### config.mk
export PLATFORM = sky130hd
export DESIGN_NAME = rps_hand_encoder
export DESIGN_NICKNAME = d
export VERILOG_FILES = /design/src/rtl/rps_hand_encoder.sv
export SDC_FILE = /design/constraint.sdc
export NUM_CORES = 1
export LEC_CHECK = 0
export ABC_AREA = 1
export CAP_MARGIN = 20
export CORE_UTILIZATION = 55
export DETAILED_ROUTE_END_ITERATION = 8
export GPL_TIMING_DRIVEN = 0
export PLACE_DENSITY = 0.79
export SYNTH_ARGS = -nofsm -noshare
export SYNTH_HDL_FRONTEND = slang
export SYNTH_SLANG_ARGS = --single-unit
### constraint.sdc
create_clock -name clk -period 1.62 [get_ports clk]
set_clock_uncertainty 0.05 [all_clocks]
set_input_delay 0.243 -clock clk [delete_from_list [all_inputs] [get_ports clk]]
set_output_delay 0.243 -clock clk [all_outputs]
set_load 0.1 [all_outputs]
### src/rtl/rps_hand_encoder.sv
`default_nettype none
//----------------------------------------------------------------------------
// Module   : rps_hand_encoder
// Purpose  : Rock-paper-scissors round sequencer. On start it runs a visible
//            countdown of BEATS beats (TICK_DIV cycles each), then opens a
//            shoot window of TICK_DIV cycles in which each player's first
//            button press is captured and encoded. The two hand codes are
//            then presented to a downstream judge with a valid/ready
//            handshake.
// Revision : 1.0 - initial release
//----------------------------------------------------------------------------
// Ports
//   clk        in   1  clock, rising edge active
//   rst_n      in   1  asynchronous active-low reset
//   start      in   1  request a new round (honoured only when idle)
//   a_btn      in   3  player A buttons {scissors, paper, rock}
//   b_btn      in   3  player B buttons, same encoding
//   hand_ready in   1  downstream accepts A/B while hand_valid is high
//   A          out  2  player A hand code
//   B          out  2  player B hand code
//   hand_valid out  1  A/B hold a completed round
//   busy       out  1  high whenever a round is in progress or presented
//   beat       out  2  remaining countdown beats, for display
//
// Hand codes: ROCK 2'b00, PAPER 2'b01, SCISSORS 2'b10, INVALID 2'b11.
//----------------------------------------------------------------------------
module rps_hand_encoder #(
  parameter int TICK_DIV = 4,   // cycles per beat and shoot-window length, 2..255
  parameter int BEATS    = 3    // countdown beats before the shoot window, 1..3
) (
  input  logic       clk,
  input  logic       rst_n,
  input  logic       start,
  input  logic [2:0] a_btn,
  input  logic [2:0] b_btn,
  input  logic       hand_ready,
  output logic [1:0] A,
  output logic [1:0] B,
  output logic       hand_valid,
  output logic       busy,
  output logic [1:0] beat
);

  //--------------------------------------------------------------------------
  // Constants
  //--------------------------------------------------------------------------
  localparam logic [1:0] C_ROCK     = 2'b00;
  localparam logic [1:0] C_PAPER    = 2'b01;
  localparam logic [1:0] C_SCISSORS = 2'b10;
  localparam logic [1:0] C_INVALID  = 2'b11;

  localparam logic [7:0] C_TICK_LAST = 8'(TICK_DIV - 1);
  localparam logic [1:0] C_BEATS     = 2'(BEATS);

  //--------------------------------------------------------------------------
  // State encoding
  //--------------------------------------------------------------------------
  typedef enum logic [1:0] {
    ST_IDLE    = 2'd0,
    ST_COUNT   = 2'd1,
    ST_SHOOT   = 2'd2,
    ST_PRESENT = 2'd3
  } state_t;

  state_t     r_state;
  state_t     w_state_next;

  // Countdown / window timing
  logic [7:0] r_tick;
  logic [1:0] r_beat;
  logic       w_tick_wrap;

  // Per-player round bookkeeping
  logic       r_foul_a;
  logic       r_foul_b;
  logic       r_cap_a;
  logic       r_cap_b;
  logic [1:0] r_code_a;
  logic [1:0] r_code_b;

  // Capture decision for the current cycle
  logic       w_take_a;
  logic       w_take_b;
  logic       w_cap_a_next;
  logic       w_cap_b_next;
  logic [1:0] w_code_a_next;
  logic [1:0] w_code_b_next;
  logic [1:0] w_final_a;
  logic [1:0] w_final_b;

  //--------------------------------------------------------------------------
  // One-hot button vector to hand code. Anything other than exactly one
  // button (multi-hot) maps to INVALID so the judge can flag it.
  //--------------------------------------------------------------------------
  function automatic logic [1:0] encode_hand(input logic [2:0] btn);
    logic [1:0] code;
    case (btn)
      3'b001:  code = C_ROCK;
      3'b010:  code = C_PAPER;
      3'b100:  code = C_SCISSORS;
      default: code = C_INVALID;
    endcase
    return code;
  endfunction

  //--------------------------------------------------------------------------
  // Timing and capture decisions
  //--------------------------------------------------------------------------
  assign w_tick_wrap = (r_tick == C_TICK_LAST);

  // A player is captured on its first nonzero vector in the shoot window,
  // provided it did not throw early. Later presses never overwrite.
  assign w_take_a = (r_state == ST_SHOOT) && !r_foul_a && !r_cap_a && (|a_btn);
  assign w_take_b = (r_state == ST_SHOOT) && !r_foul_b && !r_cap_b && (|b_btn);

  assign w_cap_a_next  = r_cap_a | w_take_a;
  assign w_cap_b_next  = r_cap_b | w_take_b;
  assign w_code_a_next = w_take_a ? encode_hand(a_btn) : r_code_a;
  assign w_code_b_next = w_take_b ? encode_hand(b_btn) : r_code_b;

  // The presented value folds in a press on the very last window cycle, so
  // the window really is TICK_DIV cycles long.
  assign w_final_a = (r_foul_a || !w_cap_a_next) ? C_INVALID : w_code_a_next;
  assign w_final_b = (r_foul_b || !w_cap_b_next) ? C_INVALID : w_code_b_next;

  //--------------------------------------------------------------------------
  // FSM state register
  //--------------------------------------------------------------------------
  always_ff @(posedge clk or negedge rst_n) begin
    if (!rst_n) begin
      r_state <= ST_IDLE;
    end else begin
      r_state <= w_state_next;
    end
  end

  //--------------------------------------------------------------------------
  // FSM next state and status outputs
  //--------------------------------------------------------------------------
  always_comb begin
    w_state_next = r_state;
    hand_valid   = 1'b0;
    busy         = 1'b1;
    case (r_state)
      ST_IDLE: begin
        busy = 1'b0;
        if (start) begin
          w_state_next = ST_COUNT;
        end
      end
      ST_COUNT: begin
        // Leave on the wrap that consumes the final beat.
        if (w_tick_wrap && (r_beat == 2'd1)) begin
          w_state_next = ST_SHOOT;
        end
      end
      ST_SHOOT: begin
        if (w_tick_wrap) begin
          w_state_next = ST_PRESENT;
        end
      end
      ST_PRESENT: begin
        hand_valid = 1'b1;
        if (hand_ready) begin
          w_state_next = ST_IDLE;
        end
      end
      default: begin
        w_state_next = ST_IDLE;
      end
    endcase
  end

  //--------------------------------------------------------------------------
  // Round datapath: counters, foul flags, captures and presented codes.
  // A/B are only written at the end of the shoot window, so they keep the
  // last presented round in every other state.
  //--------------------------------------------------------------------------
  always_ff @(posedge clk or negedge rst_n) begin
    if (!rst_n) begin
      r_tick   <= 8'd0;
      r_beat   <= 2'd0;
      r_foul_a <= 1'b0;
      r_foul_b <= 1'b0;
      r_cap_a  <= 1'b0;
      r_cap_b  <= 1'b0;
      r_code_a <= C_INVALID;
      r_code_b <= C_INVALID;
      A        <= C_INVALID;
      B        <= C_INVALID;
    end else begin
      case (r_state)
        ST_IDLE: begin
          if (start) begin
            r_tick   <= 8'd0;
            r_beat   <= C_BEATS;
            r_foul_a <= 1'b0;
            r_foul_b <= 1'b0;
            r_cap_a  <= 1'b0;
            r_cap_b  <= 1'b0;
            r_code_a <= C_INVALID;
            r_code_b <= C_INVALID;
          end
        end
        ST_COUNT: begin
          r_tick <= w_tick_wrap ? 8'd0 : r_tick + 8'd1;
          if (w_tick_wrap) begin
            r_beat <= r_beat - 2'd1;
          end
          // Any press before the window is an early throw. A button still
          // held when the window opens was already flagged here, so it can
          // never turn into a capture.
          if (|a_btn) begin
            r_foul_a <= 1'b1;
          end
          if (|b_btn) begin
            r_foul_b <= 1'b1;
          end
        end
        ST_SHOOT: begin
          r_tick   <= w_tick_wrap ? 8'd0 : r_tick + 8'd1;
          r_cap_a  <= w_cap_a_next;
          r_cap_b  <= w_cap_b_next;
          r_code_a <= w_code_a_next;
          r_code_b <= w_code_b_next;
          if (w_tick_wrap) begin
            A <= w_final_a;
            B <= w_final_b;
          end
        end
        default: begin
          // PRESENT: everything holds until the transfer.
        end
      endcase
    end
  end

  assign beat = r_beat;

endmodule
`default_nettype wire

Word-level counts from Yosys, hierarchy flattened

Cells that the tools add are included.

Register bits after elaboration: 24
Input bits: 10

Add/subtract/negate cells: 2
Eq/ne operators: 18
Muxes and demuxes: 28
Bitwise operators: 2
Reductions and logical operators: 29

Operator list:

| operator            | count |
|---|---|
| $mux 2              | 10 |
| $mux 8              | 2 |
| $pmux 8 s2          | 1 |
| $ne 2x2->1 const B  | 7 |
| $pmux 2 s2          | 3 |
| $pmux 2 s3          | 2 |
| $reduce_and 3->1    | 3 |
| $add 8x1->8 const B | 1 |
| $eq 8x2->1 const B  | 1 |
| $pmux 1 s2          | 4 |
| $pmux 2 s4          | 1 |
| $logic_and 1x1->1   | 7 |
| $eq 3x1->1 const B  | 2 |
| $eq 3x2->1 const B  | 2 |
| $eq 3x3->1 const B  | 2 |
| $logic_not 1->1     | 6 |
| $reduce_and 2->1    | 3 |
| $reduce_bool 2->1   | 3 |
| $reduce_or 3->1     | 2 |
| $mux 1              | 5 |
| $eq 2x1->1 const B  | 2 |
| $eq 2x2->1 const B  | 2 |
| $reduce_and 4->1    | 1 |
| $logic_not 2->1     | 1 |
| other kinds (4)     | 6 |

Logic depth before layout (Yosys ltp)

Word-level depth: 8
Gate-level depth with buffers: 10
Mapped depth without buffers: 10

Least setup slack after synthesis

Ideal clock, no wire load.

Path kind: register -> register
Start: register r_state[0]
End: register r_state[0]
Library setup time: 118 ps
Arrival: 1,669 ps
Slack: -217 ps
Cell stages (with the launch flop): 11
Buffers on the path: 0
Clock period less this slack: 1,837 ps
Path through: dfrtp_1 -> inv_1 -> ha_1 -> inv_2 -> nor2_8 -> inv_4 -> o21ai_1 -> a21oi_1 -> nand2_1 -> nand2_1 -> nand2_1

Word-level cells in the longest chain between the ends: 3

Ends and longest elaborated chain:

| item                                     | RTL line | text |
|---|---|---|
| from (decl)                              | 65       | `state_t r_state;` |
| from (signal assigned)                   | 133      | `r_state <= w_state_next;` |
| $eq 2x1->1, or another cell as far along | 144      | `case (r_state)` |
| $ne 2x2->1 (no source line)              | n/a      |  |
| $reduce_and 4->1 (no source line)        | n/a      |  |

Parallel ways exist; a longest one is shown, timed or not.
A chain may end at the register's enable or synchronous reset.

Worst setup path in the final report

Start: register A[0]
End: output A[0]

RTL lines:

| item                   | RTL line | text |
|---|---|---|
| from (decl)            | 37       | `output logic [1:0] A,` |
| from (signal assigned) | 227      | `A <= w_final_a;` |

No word-level cell between the ends.

==> results.json <==
{
  "status": "completed",
  "syn_nets": 219,
  "diodes": 0,
  "ant_nets": 0,
  "min_period_ps": 1600,
  "stdcell_area_sq_um": 1820,
  "crit_type": "flip-flop to output port",
  "yosys_warnings": 0,
  "cts_tree": "built",
  "drc_errors": 0,
  "cp_max_fo": 2,
  "timing.final.crit_share": 0.990,
  "rows": 18,
  "slew_headroom": 0.633,
  "detailed_place.area_sq_um": 1710,
  "num_vias": 1380,
  "power_density_nw_per_um2": 2210,
  "drv_cap": 0,
  "first_pass_iters": 4,
  "antenna_found_initial": 0,
  "setup-violations-final": 0,
  "grt_usage": 0.248,
  "dieHeight_um": 53.7,
  "synth_cell_types": 22,
  "tightest_slew_ps": 552,
  "die_x_um": 53.7,
  "clkSinkCount": 24,
  "avgSynthCellArea_sq_um": 7.23,
  "slowest_delay_ps": 570,
  "cts-root-buf": "clkbuf_4",
  "timing.hold.ws_ps": 199,
  "coreArea_sq_um": 2500,
  "vias_per_cell": 5.31,
  "synth_top_area_frac": 0.273,
  "syn2layout_area_growth_pct": 23.8,
  "min_path_type": "primary input to asynchronous set/reset pin",
  "cts_buffer_depth": 2,
  "yosysSeqAreaShare": 0.416,
  "drt_iter0_drc": 23,
  "crit_arrival_ps": 1310,
  "worst-path-buf-inv": 1,
  "netlist_top_cells_area": "dfrtp_1 (27%), nand2_1 (16%), dfstp_2 (14%)",
  "maxSlewViolCount": 0,
  "drive_gt1_frac": 0.222,
  "hold_viol": 0,
  "vdd_ir_drop_max_mv": 2.08,
  "path_cells": "buf_2",
  "fin_tns_setup_ps": 0,
  "ios": 18,
  "dp.final_hpwl_um": 2450,
  "htree_levels": 1,
  "worstPathRequired_ps": 1330,
  "grt_pass1_vias": 1303,
  "fill_cells": 192,
  "clkSlewWorstSetupHoldPaths_ps": 140,
  "wl_per_cell_um": 12.5,
  "leakage_nw": 0.882,
  "grt_pass1_wl_um": 5100,
  "gp_congestion": 0.885,
  "nets": 247,
  "fmax_mhz": 623,
  "yosys.area.top_type": "dfrtp_1",
  "initial_core_util": 0.587,
  "synth-seq-cells": 24,
  "finalWorstSetupSlack_ps": 15.7,
  "grt_max_degree": 25,
  "critPathSlowestCell": "dfstp_2",
  "portBuffers": 17,
  "crit_family": "flip-flops",
  "syn-instance-count": 203,
  "rsz0062_at_grt": "true",
  "grt_overflow": 0,
  "end_kind": "output port",
  "netlist_area_sq_um": 1470,
  "wl_um": 3240,
  "clk_latency_ps": 320,
  "fp.dieArea_sq_um": 2880,
  "place_ws_ps": -729,
  "critical_path.startpoint_type": "flip-flop",
  "cts_buffers": 3
}
path summary, 6_finish.rpt:
kind | depth (start not counted) | slack, ps | to | start
setup / recovery | 1 | 20 | A[0] | A[0]
hold / removal | 1 | 200 | r_cap_a | rst_n
setup reg to reg | 9 | 90 | r_code_a[1] | r_state[1]
hold reg to reg | 2 | 430 | B[0] | B[0]
max in group asynchronous | 2 | 740 | A[1] | rst_n
min in group clk | 2 | 430 | B[0] | B[0]
routing by layer:
metal / wire length, um / vias to the layer above / share of wire / global-route usage
li1: - / 686 / - / -
met1: 1420 / 652 / 0.44 / 0.276
met2: 1680 / 38 / 0.52 / 0.471
met4: 25 / 0 / 0.0077 / 0.101
met3: 115 / 4 / 0.035 / 0.0282
met5: 0 / - / 0 / 0
placed cells by master (no fill, tap or decap), drive strengths merged:
cell type,count
clkdlybuf4s15,1
nor2,29
or2,4
clkbuf,5
dfstp,8
xor2,2
buf,11
nand4,4
a21oi,16
inv,32
o21ai,7
ha,6
clkdlybuf4s50,9
clkdlybuf4s18,1
nand3,11
o22ai,1
dfrtp,16
nand2,67
logic make-up after synthesis:
family | count (synthesis) | share of synthesized area
AND/OR/NAND/NOR | 115 | 0.342
flip-flops | 24 | 0.416
AO/OA/AOI/OAI | 24 | 0.0955
adder cells (fa/ha/maj) | 6 | 0.0511
buffers and inverters | 32 | 0.0835
XOR/XNOR | 2 | 0.0119
timing repair:
item | in CTS | in global routing
hold buffers | 0 | 0
resized for setup | 46 | 10
buffers inserted | 4 | 1
gates cloned | 0 | 0
pin swaps | 2 | 4
endpoints found under the setup margin | 22 | 20
sequential cells by signal (all words and copies together) (netlist names), 2 cells and up:
| signal | flops |
|---|---|
| A | 2 |
| B | 2 |
| beat | 2 |
| r_code_a | 2 |
| r_code_b | 2 |
| r_state | 2 |
| r_tick | 8 |
Yosys cell counts, drive strengths merged:
cell type / instances
nand2: 67
inv: 32
nor2: 29
a21oi: 16
dfrtp: 16
nand3: 11
dfstp: 8
o21ai: 7
ha: 6
nand4: 4
or2: 4
xor2: 2
o22ai: 1
power by group:
| group | switching [W] | leakage, nW | internal (W) |
|---|---|---|---|
| combinational | 0.00185 | 0.575 | 0.000842 |
| clock | 0.000180 | 0.0150 | 0.0000961 |
| sequential | 0.000157 | 0.291 | 0.000883 |
final cells by class:
cell class / count / area [sq um] / share of cell area
Multi-Input combinational cell: 147 / 778 / 0.428
Sequential cell: 24 / 613 / 0.337
Timing Repair Buffer: 23 / 218 / 0.120
Inverter: 32 / 144 / 0.0792
Tap cell: 30 / 37.5 / 0.0207
Clock buffer: 4 / 26.3 / 0.0145
per-stage QoR:
step | total power (W) | instances | util
2_1_floorplan | 0.00299 | 203 | -
3_3_place_gp | 0.00341 | 250 | 0.684
3_5_place_dp | 0.00351 | 250 | 0.684
4_1_cts | 0.00391 | 258 | 0.709
5_1_grt | 0.00427 | 260 | 0.727
6_report | 0.00401 | 260 | 0.727
No activity file was read; power rests on OpenSTA's default activity.
